===== src/rtl/stopwatch_ctrl_counter.sv =====
// Stopwatch run/stop/clear control FSM with cascaded centisecond..hour counters.
// Optional lap hold (frozen display, live counting) is enabled by STOPWATCH_LAP_HOLD_EN.
`timescale 1ns/1ps
module stopwatch_ctrl_counter #(
    parameter int unsigned MSEC_MAX = 100,
    parameter int unsigned SEC_MAX  = 60,
    parameter int unsigned MIN_MAX  = 60,
    parameter int unsigned HOUR_MAX = 24
) (
    input  logic                        clk,
    input  logic                        reset,
    input  logic                        i_btn_run,
    input  logic                        i_btn_clear,
    input  logic                        i_btn_lap,
    input  logic                        i_tick,
    output logic                        o_run,
    output logic                        o_clear,
    output logic [$clog2(MSEC_MAX)-1:0] o_msec,
    output logic [$clog2(SEC_MAX)-1:0]  o_sec,
    output logic [$clog2(MIN_MAX)-1:0]  o_min,
    output logic [$clog2(HOUR_MAX)-1:0] o_hour,
    output logic                        o_day_wrap,
    output logic                        o_lap_hold
);
    localparam int unsigned MW = $clog2(MSEC_MAX);
    localparam int unsigned SW = $clog2(SEC_MAX);
    localparam int unsigned NW = $clog2(MIN_MAX);
    localparam int unsigned HW = $clog2(HOUR_MAX);

    localparam logic [MW-1:0] MSEC_LAST = MW'(MSEC_MAX - 1);
    localparam logic [SW-1:0] SEC_LAST  = SW'(SEC_MAX - 1);
    localparam logic [NW-1:0] MIN_LAST  = NW'(MIN_MAX - 1);
    localparam logic [HW-1:0] HOUR_LAST = HW'(HOUR_MAX - 1);

    typedef enum logic [1:0] {ST_STOP, ST_RUN, ST_CLEAR} state_e;

    state_e          state_q, state_d;
    logic [MW-1:0]   msec_q, msec_d;
    logic [SW-1:0]   sec_q, sec_d;
    logic [NW-1:0]   min_q, min_d;
    logic [HW-1:0]   hour_q, hour_d;
    logic            wrap_q, wrap_d;
    logic            tick_en;

    always_comb begin
        state_d = state_q;
        unique case (state_q)
            ST_STOP: begin
                if (i_btn_clear)    state_d = ST_CLEAR;
                else if (i_btn_run) state_d = ST_RUN;
            end
            ST_RUN:   if (i_btn_run) state_d = ST_STOP;
            ST_CLEAR: state_d = ST_STOP;
            default:  state_d = ST_STOP;
        endcase
    end

    assign o_run   = (state_q == ST_RUN);
    assign o_clear = (state_q == ST_CLEAR);
    // Gate on the current state so a tick coinciding with the stop press still counts.
    assign tick_en = i_tick && (state_q == ST_RUN);

    always_comb begin
        msec_d = msec_q;
        sec_d  = sec_q;
        min_d  = min_q;
        hour_d = hour_q;
        wrap_d = 1'b0;
        if (state_q == ST_CLEAR) begin
            msec_d = '0;
            sec_d  = '0;
            min_d  = '0;
            hour_d = '0;
        end else if (tick_en) begin
            if (msec_q != MSEC_LAST) begin
                msec_d = msec_q + MW'(1);
            end else begin
                msec_d = '0;
                if (sec_q != SEC_LAST) begin
                    sec_d = sec_q + SW'(1);
                end else begin
                    sec_d = '0;
                    if (min_q != MIN_LAST) begin
                        min_d = min_q + NW'(1);
                    end else begin
                        min_d = '0;
                        if (hour_q != HOUR_LAST) begin
                            hour_d = hour_q + HW'(1);
                        end else begin
                            hour_d = '0;
                            wrap_d = 1'b1;
                        end
                    end
                end
            end
        end
    end

    always_ff @(posedge clk or negedge reset) begin
        if (!reset) begin
            state_q <= ST_STOP;
            msec_q  <= '0;
            sec_q   <= '0;
            min_q   <= '0;
            hour_q  <= '0;
            wrap_q  <= 1'b0;
        end else begin
            state_q <= state_d;
            msec_q  <= msec_d;
            sec_q   <= sec_d;
            min_q   <= min_d;
            hour_q  <= hour_d;
            wrap_q  <= wrap_d;
        end
    end

    assign o_day_wrap = wrap_q;

`ifdef STOPWATCH_LAP_HOLD_EN
    logic            hold_q, hold_d;
    logic [MW-1:0]   cap_msec_q, cap_msec_d;
    logic [SW-1:0]   cap_sec_q, cap_sec_d;
    logic [NW-1:0]   cap_min_q, cap_min_d;
    logic [HW-1:0]   cap_hour_q, cap_hour_d;

    always_comb begin
        hold_d     = hold_q;
        cap_msec_d = cap_msec_q;
        cap_sec_d  = cap_sec_q;
        cap_min_d  = cap_min_q;
        cap_hour_d = cap_hour_q;
        if (state_d == ST_CLEAR) begin
            hold_d     = 1'b0;
            cap_msec_d = '0;
            cap_sec_d  = '0;
            cap_min_d  = '0;
            cap_hour_d = '0;
        end else if ((state_q == ST_RUN) && i_btn_lap) begin
            hold_d = !hold_q;
            if (!hold_q) begin
                cap_msec_d = msec_q;
                cap_sec_d  = sec_q;
                cap_min_d  = min_q;
                cap_hour_d = hour_q;
            end
        end
    end

    always_ff @(posedge clk or negedge reset) begin
        if (!reset) begin
            hold_q     <= 1'b0;
            cap_msec_q <= '0;
            cap_sec_q  <= '0;
            cap_min_q  <= '0;
            cap_hour_q <= '0;
        end else begin
            hold_q     <= hold_d;
            cap_msec_q <= cap_msec_d;
            cap_sec_q  <= cap_sec_d;
            cap_min_q  <= cap_min_d;
            cap_hour_q <= cap_hour_d;
        end
    end

    assign o_lap_hold = hold_q;
    assign o_msec     = hold_q ? cap_msec_q : msec_q;
    assign o_sec      = hold_q ? cap_sec_q  : sec_q;
    assign o_min      = hold_q ? cap_min_q  : min_q;
    assign o_hour     = hold_q ? cap_hour_q : hour_q;
`else
    logic unused_lap;
    assign unused_lap = i_btn_lap;
    assign o_lap_hold = 1'b0;
    assign o_msec     = msec_q;
    assign o_sec      = sec_q;
    assign o_min      = min_q;
    assign o_hour     = hour_q;
`endif

endmodule

===== config.mk =====
export PLATFORM = sky130hd
export DESIGN_NAME = stopwatch_ctrl_counter
export DESIGN_NICKNAME = d
export VERILOG_FILES = /design/src/rtl/stopwatch_ctrl_counter.sv
export SDC_FILE = /design/constraint.sdc
export NUM_CORES = 1
export LEC_CHECK = 0
export CAP_MARGIN = 15
export CELL_PAD_IN_SITES_DETAIL_PLACEMENT = 2
export CELL_PAD_IN_SITES_GLOBAL_PLACEMENT = 2
export CORE_MARGIN = 5
export CORE_UTILIZATION = 28
export CTS_BUF_LIST = sky130_fd_sc_hd__clkbuf_4 sky130_fd_sc_hd__clkbuf_8
export DETAILED_ROUTE_END_ITERATION = 7
export GPL_TIMING_DRIVEN = 0
export PLACE_DENSITY_LB_ADDON = 0.15
export SLEW_MARGIN = 20
export SYNTH_ARGS = -nofsm -noshare
export SYNTH_HDL_FRONTEND = slang
export SYNTH_SLANG_ARGS = --single-unit

===== constraint.sdc =====
create_clock -name clk -period 1.7 [get_ports clk]
set_input_delay 0.17 -clock clk [delete_from_list [all_inputs] [get_ports clk]]
set_output_delay 0.17 -clock clk [all_outputs]
set_load 0.1 [all_outputs]

# Word-level counts from Yosys, hierarchy flattened
# Index checks and enable logic that the tools add are counted.
op_classes:
  n_addsub: 4
  eq_ne: 11
  n_mux: 28
  reduce_logical: 7
ops:
  columns: ["cell", "n"]
  rows:
  - ["$mux W6", 9]
  - ["$mux W5", 6]
  - ["$mux W7", 3]
  - ["$add A6 B1 Y6 const B", 2]
  - ["$ne A6 B6 Y1 const B", 2]
  - ["$ne A2 B2 Y1 const B", 4]
  - ["$add A7 B1 Y7 const B", 1]
  - ["$ne A7 B7 Y1 const B", 1]
  - ["$mux W1", 6]
  - ["$mux W2", 3]
  - ["$add A5 B1 Y5 const B", 1]
  - ["$ne A5 B5 Y1 const B", 1]
  - ["$pmux W2 S2", 1]
  - ["$reduce_and A2 Y1", 2]
  - ["$reduce_and A4 Y1", 1]
  - ["$ne A3 B3 Y1 const B", 1]
  - ["$reduce_and A3 Y1", 1]
  - ["$eq A2 B1 Y1 const B", 1]
  - ["$eq A2 B2 Y1 const B", 1]
  - ["$logic_not A2 Y1", 1]
  - ["$reduce_bool A2 Y1", 1]
  - ["$logic_and A1 B1 Y1", 1]
word_totals:
  register_bits: 27
  in_bits: 6
  out_inout_bits: 28
  elab_cells: 56

# Logic depth before layout (Yosys ltp)
# Gate-level depths: netlist (run 1).
depth:
  depth_word: 7
  depth_mapped: 6
  depth_no_buf: 5

# Least setup slack after synthesis (run 1)
# Ideal clock, no wire load.
synth_path:
  kind: "flip-flop to flip-flop"
  start: "register msec_q[0], in the netlist o_msec[0]"
  end: "register sec_q[5], in the netlist o_sec[5]"
  setup_time_ns: 0.094
  t_arrival_ns: 2.434
  required_ns: 1.606
  slack_ns: -0.828
  stages_incl_launch_ff: 6
  n_path_buf: 0
  synth_period_minus_slack_ns: 2.528
  path_cell_list: "dfrtp_1 -> ha_1 -> and2_0 -> nand3_4 -> or4_1 -> a211oi_1"
synth_via:
  elab_chain_len: 3
synth_lines:
  columns: ["item", "line", "rtl"]
  rows:
  - ["start, declared", "38", "logic [MW-1:0] msec_q, msec_d;"]
  - ["start signal, assigned", "109", "msec_q <= msec_d;"]
  - ["$ne A7 B7 Y1", "75", "if (msec_q != MSEC_LAST) begin"]
  - ["$ne A2 B2 Y1 (no line)", null, null]
  - ["$reduce_and A2 Y1 (no line)", null, null]
  - ["end signal, assigned", "103", "sec_q <= '0;"]
  - ["end signal, assigned", "110", "sec_q <= sec_d;"]
  - ["end, declared", "39", "logic [SW-1:0] sec_q, sec_d;"]
# No other way between the ends.
# A chain may end at the register's enable or synchronous reset.

# Final worst setup path (run 1)
layout_path:
  start: "register msec_q[2], in the netlist o_msec[2]"
  end: "register min_q[5], in the netlist o_min[5]"
layout_via:
  elab_chain_len: 3
layout_lines:
  columns: ["item", "line", "rtl"]
  rows:
  - ["$ne A7 B7 Y1", "75", null]
  - ["$ne A2 B2 Y1 (no line)", null, null]
  - ["$reduce_and A3 Y1 (no line)", null, null]
  - ["end signal, assigned", "111", "min_q <= min_d;"]
  - ["end, declared", "40", "logic [NW-1:0] min_q, min_d;"]
# No other way between the ends.

==> impl_metrics.ini, run 1 <==
[setup_path]
worst-path-max-fanout = 6
timing.critical_path.slowest_cell_delay_ns = 0.53
timing.critical_path.buf_inv = 1
start_kind = flip-flop
criticalPathCategory = flip-flop to flip-flop
ff2ff_path_depth = 5
regToRegStartpoint = o_msec[2]$_DFFE_PN0P_
timing.critical_path.to_type = flip-flop
timing.rr.end = o_min[5]$_DFFE_PN0P_
signal_arrival_time_at_the_worst_endpoint_ns = 2.12
critical_path.cell_chain = nor4b_4 -> buf_6 -> nand4_4 -> or4_4 -> a21oi_2
critPathRequiredTime_ns = 1.92
crit_family = simple AND/OR/NAND/NOR gates
r2r_setup_slack_ns = -0.20
crit_path_top_delay_cell = or4_4

[route]
drc = 0
avg_vias_per_cell = 5.55
detail_route.wirelength_um = 6430
ant_nets = 0
vias = 1609
detail_route.first_pass.iterations = 4
drt_iter0_drc = 40
avgRoutedWirePerCell_um = 22.2

[min_path]
worstHoldPathType = primary input to asynchronous set/reset pin

[die]
design.die.area_sq_um = 6940
fp.dieW_um = 83.3
placement_rows = 26
core_area_sq_um = 5170
top_level_i_o_count = 34
die_h_um = 83.3
floorplan.initialDensity = 0.291

[yosys]
ys_async_sr_fraction = 1.00
post_synth_inst_count = 160
netlist-cell-type-count = 46
synth_warnings = 0
mappedNetlistArea_sq_um = 1510
ys.flop_type = dfrtp_1
syn-num-nets = 170
syn_avg_cell_area_sq_um = 9.41
synth-edff-count = 0
share_of_synthesized_area_occupied_by_flip_flops_and_latches = 0.449
postSynthRegisterBits = 27

[cts]
path_clk_slew_ns = 0.11
number_of_sinks_on_the_clock_net = 27
cts_max_path_buffers = 2
cts_tree = yes
cts-buffers-inserted = 3
clock_tree.htree_level_count = 1
insertion_delay_ns = 0.29
clock-root-buffer = clkbuf_8

[job]
max-cap-violations = 0

[layout]
relative_area_change_from_synthesis_to_final_layout_pct = 66.9
final.fill_count = 529
share_of_layout_cells_above_drive_strength_1 = 0.564
antennaDiodeCount = 0
nets_final = 231

[global_routing]
leftover_overflow_at_the_end_of_global_routing = 0
gr-usage-met2 = 0.311
antenna_violations_before_repair = 0
first_global_vias = 1729
global_route.usage.total = 0.174
grt.met3_usage = 0.0337
maximum_number_of_pins_on_one_net_before_global_route_repair = 28
grt_util_met1 = 0.219
first_pass_grt_wire_length_um = 9830
grt_busiest_layer = met2

[sta]
hold_viol_final = 0
finClkSkew_ns = 0.00635
timing_worst_slew_pin_value_ns = 0.957
setup_viol = 15
min_period_over_period = 1.12
relative_slew_margins = 0.364
postLayoutSetupSlackWorst_ns = -0.203
maxClockFrequency_ghz = 0.526
finalHoldWorstSlack_ns = 0.426
slew_violations = 0
fin_crit_ns = 1.90
rsz0062_at_grt = yes

[power_and_ir_drop]
total_power_per_unit_cell_area_nw_per_um2 = 558
design_power_total_w = 0.00140
cellLeakagePower_nw = 1.00
peak_supply_drop_uv = 347

[placement]
io_buffers = 31
dpl.hpwl_um = 3630
gpl.final_weighted_congestion = 0.762

[run_status]
run_status = finished with violations
violated_checks = negative setup slack
[cells in the mapped netlist, drive strengths merged, types with 3 or more instances]
cell	number	area [sq um]
and4b	3	30.0
or3	3	18.8
nor3	4	20.0
o31ai	4	30.0
nand4	3	25.0
or4	5	37.5
ha	4	50.1
inv	3	11.3
a21oi	15	75.1
nor2	5	18.8
nand3b	3	22.5
clkbuf	5	20.0
o211ai	3	22.5
o21ai	9	45.0
dfrtp	27	676
nand3	13	77.6
and2	3	18.8
nor2b	3	18.8
nand2	19	71.3
[per-stage QoR]
stage,setup slack [ns],util,area (sq um),instances,TNS (ns)
floorplan,-0.308,-,1590,160,-3.42
global placement,-0.991,0.385,1990,261,-8.08
detailed placement,-1.07,0.384,1980,261,-7.15
CTS,-0.175,0.456,2360,282,-1.34
global route,-0.253,0.486,2510,290,-2.99
finish,-0.203,0.486,2510,290,-1.55
[state kept, by name, indices dropped and copies added (netlist names)]
| name | cells |
|---|---|
| o_sec | 6 |
| o_min | 6 |
| o_msec | 7 |
| state_q | 2 |
| o_hour | 5 |
| o_day_wrap | 1 |
[cell usage in the layout (no fill, tap or decap), types with 3 or more instances in the layout]
| master | instances |
|---|---|
| dfrtp_2 | 11 |
| nand3b_1 | 3 |
| a21oi_1 | 10 |
| buf_4 | 15 |
| dfrtp_1 | 6 |
| clkbuf_8 | 4 |
| nor2_1 | 5 |
| nand2_1 | 17 |
| o21ai_2 | 3 |
| clkdlybuf4s50_1 | 3 |
| a21oi_2 | 5 |
| nand3_1 | 10 |
| or4_4 | 3 |
| dfrtp_4 | 10 |
| o211ai_1 | 3 |
| o21ai_1 | 3 |
| clkbuf_2 | 3 |
| clkdlybuf4s15_2 | 23 |
| buf_6 | 10 |
| o31ai_1 | 3 |
[how the worst max path moves through the flow]
| stage | startpoint | end | cells past startpoint |
|---|---|---|---|
| after global placement | state_q[0]$_DFFE_PN0P_ | o_clear | 4 |
| after detailed placement | state_q[0]$_DFFE_PN0P_ | o_clear | 4 |
| final | o_msec[2]$_DFFE_PN0P_ | o_min[5]$_DFFE_PN0P_ | 5 |
| after CTS | o_msec[3]$_DFFE_PN0P_ | o_min[5]$_DFFE_PN0P_ | 5 |
| after global routing | o_msec[2]$_DFFE_PN0P_ | o_min[5]$_DFFE_PN0P_ | 5 |
| after floorplan | o_msec[2]$_DFFE_PN0P_ | o_sec[5]$_DFFE_PN0P_ | 4 |
[metal layers]
metal,vias to the layer above,routed length (um)
met1,830,2750
met2,41,3370
met3,8,217
met4,0,91
li1,730,-
met5,-,0
[kinds of logic (layout without fill, tap and decap cells)]
logic type / after synthesis / after routing / share of synthesized area
simple gates: 73 / 74 / 0.298
compound gates: 44 / 44 / 0.184
flops: 27 / 27 / 0.449
buf+inv: 10 / 69 / 0.0283
fa+ha+maj: 4 / 4 / 0.0333
other cells: 1 / 1 / 0.00249
xor+xnor: 1 / 1 / 0.00582
[timing repair]
action                                 CTS  global route
pin swaps                               14            11
setup buffers                           15             8
resized for setup                      124            34
setup endpoints to repair               50            25
endpoints found under the hold margin   27             0
cloned                                   2             0
hold buffers                             1             0
[power breakdown]
group          total (W)  leakage [nW]  switching, W  internal, W
combinational   0.000303         0.646      0.000227    0.0000767
sequential      0.000691         0.337     0.0000268     0.000664
clock           0.000408        0.0217      0.000241     0.000167
total            0.00140          1.00      0.000495     0.000908
[worst reg2reg max path, cell delays in order (launching register included)]
cell     delay, ns
dfrtp_4       0.52
nor4b_4       0.29
buf_6         0.18
nand4_4       0.15
or4_4         0.53
a21oi_2       0.17
[layout make-up]
class	count	area, sq um	share of cell area
buffer	6	57.6	0.0229
sequential	27	727	0.289
tap	70	87.6	0.0349
clock buffer	3	41.3	0.0164
inverter	3	13.8	0.00548
clock inverter	1	7.51	0.00299
multi-input combinational	124	1010	0.403
timing repair buffer	56	564	0.225
(Power assumes the default switching activity.)
==> run 2, diff against run 1 <==
MAX_ROUTING_LAYER = met4   (was default)
SLEW_MARGIN = default   (was 20)
==> impl_metrics.ini, run 2 (synthesis gave the netlist of run 1 again) <==
[layout]
nets_final = 231
largest_register_ffs = 7
relative_area_change_from_synthesis_to_final_layout_pct = 67.0
post-route-cell-area_sq_um = 2510
final_cell_count_no_fill = 290
final_cell_utilization_of_the_core = 0.486
share_of_layout_cells_above_drive_strength_1 = 0.573
antennaDiodeCount = 0
final_cell_mix = clkdlybuf4s15_2, buf_4, nand2_1
most_frequent_standard_cell_in_the_layout_excluding_fill_and_tap_cells = clkdlybuf4s15_2

[cts]
cts_tree = yes
clock_tree.htree_level_count = 1
cts_hold_buf = 0
cts-buffers-inserted = 3
path_clk_slew_ns = 0.10
number_of_sinks_on_the_clock_net = 27
insertion_delay_ns = 0.28
cts_max_path_buffers = 2
clock-root-buffer = clkbuf_8

[route]
detail_route.wirelength_um = 6520
ant_nets = 0
drt_iter0_drc = 26
avg_vias_per_cell = 5.34
vias = 1548
detail_route.first_pass.iterations = 4
avgRoutedWirePerCell_um = 22.5
drc = 0

[min_path]
worstHoldPathType = primary input to asynchronous set/reset pin

[setup_path]
signal_arrival_time_at_the_worst_endpoint_ns = 2.08
critPathRequiredTime_ns = 1.91
criticalPathCategory = flip-flop to flip-flop
start_kind = flip-flop
worst-path-max-fanout = 5
timing.critical_path.to_type = flip-flop

[placement]
placed_cell_area_sq_um = 2000
io_buffers = 31
gpl.final_weighted_congestion = 0.772
dpl.hpwl_um = 3700
dpl.cell_count = 262

[die]
floorplan.initialDensity = 0.291
design.die.area_sq_um = 6940
fp.dieW_um = 83.3
placement_rows = 26
die_h_um = 83.3
top_level_i_o_count = 34
core_area_sq_um = 5170

[power_and_ir_drop]
netSwitchingFraction = 0.346
internal_power_w = 0.000906
power_dissipated_by_switching_net_loads_w = 0.000479
power_frac_clock = 0.276
total_power_per_unit_cell_area_nw_per_um2 = 551
seqPwrFrac = 0.502
share_comb_of_total_power = 0.222
peak_supply_drop_uv = 274
cellLeakagePower_nw = 0.997

[global_routing]
antenna_violations_before_repair = 0
maximum_number_of_pins_on_one_net_before_global_route_repair = 16
global_route.usage.total = 0.178
first_global_vias = 1740
first_pass_grt_wire_length_um = 9720
leftover_overflow_at_the_end_of_global_routing = 0

[sta]
hold_viol_final = 0
timing_worst_slew_pin_value_ns = 0.970
finalHoldWorstSlack_ns = 0.309
maxClockFrequency_ghz = 0.536
slew_violations = 0
finClkSkew_ns = 0.00425
min_period_over_period = 1.10
rsz0062_at_grt = yes
fin_crit_ns = 1.87
postLayoutSetupSlackWorst_ns = -0.167
setup_viol = 16
fin_setup_tns_ns = -1.28
relative_slew_margins = 0.356

[run_status]
run_status = finished with violations
violated_checks = negative setup slack

[job]
max-cap-violations = 0
==> run 2: power by group through the flow <==
stage	clock (W)	combinational, W	sequential [W]
2_1_floorplan	0	0.000115	0.000771
3_3_place_gp	0	0.000269	0.000698
3_5_place_dp	0	0.000283	0.000702
4_1_cts	0.000394	0.000296	0.000688
5_1_grt	0.000416	0.000327	0.000699
6_report	0.000383	0.000308	0.000695
==> run 2: worst max-delay path, cell delays in order, from the launching register on <==
cell	delay, ns
dfrtp_4	0.53
nor4b_4	0.29
buf_6	0.17
nand4_4	0.16
or4_4	0.52
a21oi_2	0.14
==> run 2: what timing repair did <==
item                       CTS  global route
pin swaps                   17            15
resized for setup          116            38
setup endpoints to repair   49            25
cloned                       1             0
buffers inserted            17             8
==> run 2: cell type report <==
cell class	count	area, sq um
fill	524	2660
multi-input combinational	124	1030
sequential	27	727
timing repair buffer	56	556
tap	70	87.6
buffer	6	52.6
clock buffer	3	41.3
inverter	3	13.8
clock inverter	1	5.00
==> run 2: final timing paths <==
check / startpoint / to / slack [ns] / depth (start not counted)
worst min-delay path: reset / o_hour[2]$_DFFE_PN0P_ / 0.31 / 1
worst max register to register: o_msec[3]$_DFFE_PN0P_ / o_min[5]$_DFFE_PN0P_ / -0.17 / 5
worst max-delay path: o_msec[3]$_DFFE_PN0P_ / o_min[5]$_DFFE_PN0P_ / -0.17 / 5
min in group clk: i_btn_clear / state_q[1]$_DFFE_PN0P_ / 0.49 / 2
worst min register to register: o_hour[0]$_DFFE_PN0P_ / o_hour[0]$_DFFE_PN0P_ / 0.52 / 1
max in group asynchronous: reset / o_msec[4]$_DFFE_PN0P_ / 0.82 / 2
==> run 2: stage by stage <==
stage          worst slack, ns  total power [W]
3_3_place_gp            -0.991         0.000967
2_1_floorplan           -0.308         0.000886
5_1_grt                 -0.223          0.00144
6_report                -0.167          0.00139
3_5_place_dp             -1.08         0.000985
4_1_cts                 -0.105          0.00138
==> run 2: routing by layer <==
| layer | GRT usage | vias to the layer above | share of wire |
|---|---|---|---|
| met2 | 0.319 | 23 | 0.54 |
| met5 | - | - | 0 |
| met1 | 0.220 | 791 | 0.43 |
| met4 | 0.0223 | 0 | 0.015 |
| met3 | 0.0198 | 8 | 0.017 |
| li1 | - | 726 | - |
==> run 3, diff against run 2 <==
ABC_AREA = 1   (was default)
CAP_MARGIN = 20   (was 15)
CORE_UTILIZATION = 27   (was 28)
==> impl_metrics.ini, run 3 <==
[layout]
most_frequent_standard_cell_in_the_layout_excluding_fill_and_tap_cells = nand2_1
final_cell_mix = nand2_1, inv_1, nor2_1, nand3_1, clkdlybuf4s15_2
share_of_layout_cells_above_drive_strength_1 = 0.318
antennaDiodeCount = 0
nets_final = 266
relative_area_change_from_synthesis_to_final_layout_pct = 33.2
largest_register_ffs = 7

[setup_path]
r2r_setup_slack_ns = 0.12
critPathRequiredTime_ns = 1.53
criticalPathCategory = flip-flop to primary output
signal_arrival_time_at_the_worst_endpoint_ns = 1.46
timing.critical_path.to_type = primary output
regToRegStartpoint = o_min[0]$_DFFE_PN0P_
start_kind = flip-flop
timing.rr.end = o_hour[2]$_DFFE_PN0P_
ff2ff_path_depth = 8
worst-path-max-fanout = 3

[route]
drt_iter0_drc = 13
detail_route.wirelength_um = 4740
vias = 1551
drc = 0
avgRoutedWirePerCell_um = 14.4
detail_route.first_pass.iterations = 4
avg_vias_per_cell = 4.70
ant_nets = 0

[job]
max-cap-violations = 0

[yosys]
mappedNetlistArea_sq_um = 1660
synth_top_cells_by_count = nand2_1, dfrtp_1, inv_1
synth_top_cells_by_area = dfrtp_1, nand2_1, nand3_1
biggest_area_consumer_among_synthesized_cells = dfrtp_1
synth_warnings = 0
synthMostInstantiatedCell = nand2_1
ys.flop_type = dfrtp_1
postSynthRegisterBits = 27
syn_avg_cell_area_sq_um = 7.66
netlist-cell-type-count = 30
synth-edff-count = 0
syn-num-nets = 227
post_synth_inst_count = 217
synth_top_area_share = 0.407
ys_async_sr_fraction = 1.00
share_of_synthesized_area_occupied_by_flip_flops_and_latches = 0.407

[global_routing]
leftover_overflow_at_the_end_of_global_routing = 0
maximum_number_of_pins_on_one_net_before_global_route_repair = 28
antenna_violations_before_repair = 0
first_pass_grt_wire_length_um = 8190
global_route.usage.total = 0.138
first_global_vias = 1708

[die]
floorplan.initialDensity = 0.279
top_level_i_o_count = 34
design.die.area_sq_um = 7820
fp.dieW_um = 88.4
core_area_sq_um = 5960
placement_rows = 28
die_h_um = 88.4

[min_path]
worst_hold_path.num_cells = 3
min-delay-start = i_btn_clear
worstHoldPathType = primary input to flip-flop
hold-path-endpoint = state_q[1]$_DFFE_PN0P_

[placement]
gpl.final_weighted_congestion = 0.777
dpl.hpwl_um = 3640
io_buffers = 31

[cts]
cts-buffers-inserted = 3
clock_tree.htree_level_count = 1
number_of_sinks_on_the_clock_net = 27
insertion_delay_ns = 0.29
clock-root-buffer = clkbuf_8
path_clk_slew_ns = 0.11
cts_tree = yes
cts_max_path_buffers = 2

[power_and_ir_drop]
total_power_per_unit_cell_area_nw_per_um2 = 1310
cellLeakagePower_nw = 1.00
peak_supply_drop_uv = 709
design_power_total_w = 0.00291

[sta]
relative_slew_margins = 0.370
maxClockFrequency_ghz = 0.614
min_period_over_period = 0.958
finClkSkew_ns = 0.0121
setup_viol = 0
hold_viol_final = 0
fin_setup_tns_ns = 0
slew_violations = 0
timing_worst_slew_pin_value_ns = 0.949
fin_crit_ns = 1.63

[run_status]
run_status = finished, final reports clean
-- run 3: cell types whose count changed in the layout (fill, tap and decap cells not counted), sizes merged, moves of 4 or more --
cell    delta
a21oi     -10
buf       -22
clkbuf     -4
inv       +26
nand2     +42
nand3     +12
nor2      +23
o31ai      -4
or4        -5
-- run 3: logic make-up (layout without fill, tap and decap cells) --
family	count (synthesis)	after routing	synth area share
AOI/OAI and AO/OA	19	19	0.0761
xor gates and xnor gates	5	5	0.0264
buffers and inverters	34	72	0.0956
other	1	1	0.00226
and+or+nand+nor	127	127	0.363
adders and majority gates	4	4	0.0301
DFF	27	27	0.407
-- run 3: metal layers --
metal / track usage / up-vias / part of all wire
met5: - / - / 0
met4: 0.0330 / 0 / 0.010
li1: - / 761 / -
met2: 0.237 / 25 / 0.49
met3: 0.0223 / 4 / 0.029
met1: 0.170 / 761 / 0.47
-- run 3: critical path, stage by stage (launching register included) --
cell and delay (ns):
dfrtp_1 0.41, inv_2 0.07, nor2_4 0.13, clkdlybuf4s18_2 0.56
-- run 3: power breakdown --
| part | switching, W | total [W] | internal, W | leakage (nW) |
|---|---|---|---|---|
| clock | 0.000227 | 0.000392 | 0.000165 | 0.0255 |
| combinational | 0.00118 | 0.00154 | 0.000360 | 0.642 |
| sequential | 0.000178 | 0.000968 | 0.000790 | 0.332 |
-- run 3: metrics by stage --
step	setup WS [ns]	util	instance area [sq um]	cells	hold slack [ns]
finish	0.0715	0.372	2210	330	0.428
global route	-0.00211	0.372	2210	330	0.477
CTS	0.00793	0.369	2200	328	0.428
detailed placement	-0.358	0.355	2120	323	0.251
global placement	-0.358	0.356	2120	323	0.480
floorplan	-0.0524	-	1720	217	-0.126
-- run 3: timing repair --
| item | in CTS | in global routing |
|---|---|---|
| buffers inserted | 0 | 2 |
| gates resized for setup | 81 | 4 |
| setup endpoints to repair | 32 | 9 |
| hold endpoints to repair | 27 | 0 |
| pin swaps | 1 | 1 |
| hold buffers | 1 | 0 |
-- run 3: cell type report --
cell class,instances,area (sq um)
Timing Repair Buffer,34,350
Buffer,4,41.3
Sequential cell,27,714
Clock inverter,1,5.00
Tap cell,75,93.8
Inverter,30,118
Multi-Input combinational cell,156,850
Fill cell,715,3740
Clock buffer,3,41.3
-- run 3: worst max path at each step --
| stage | start | endpoint |
|---|---|---|
| floorplan | state_q[0]$_DFFE_PN0P_ | o_min[2]$_DFFE_PN0P_ |
| global placement | state_q[1]$_DFFE_PN0P_ | o_clear |
| detailed placement | state_q[1]$_DFFE_PN0P_ | o_clear |
| CTS | state_q[1]$_DFFE_PN0P_ | o_clear |
| global route | o_min[0]$_DFFE_PN0P_ | o_hour[2]$_DFFE_PN0P_ |
| finish | state_q[0]$_DFFE_PN0P_ | o_run |
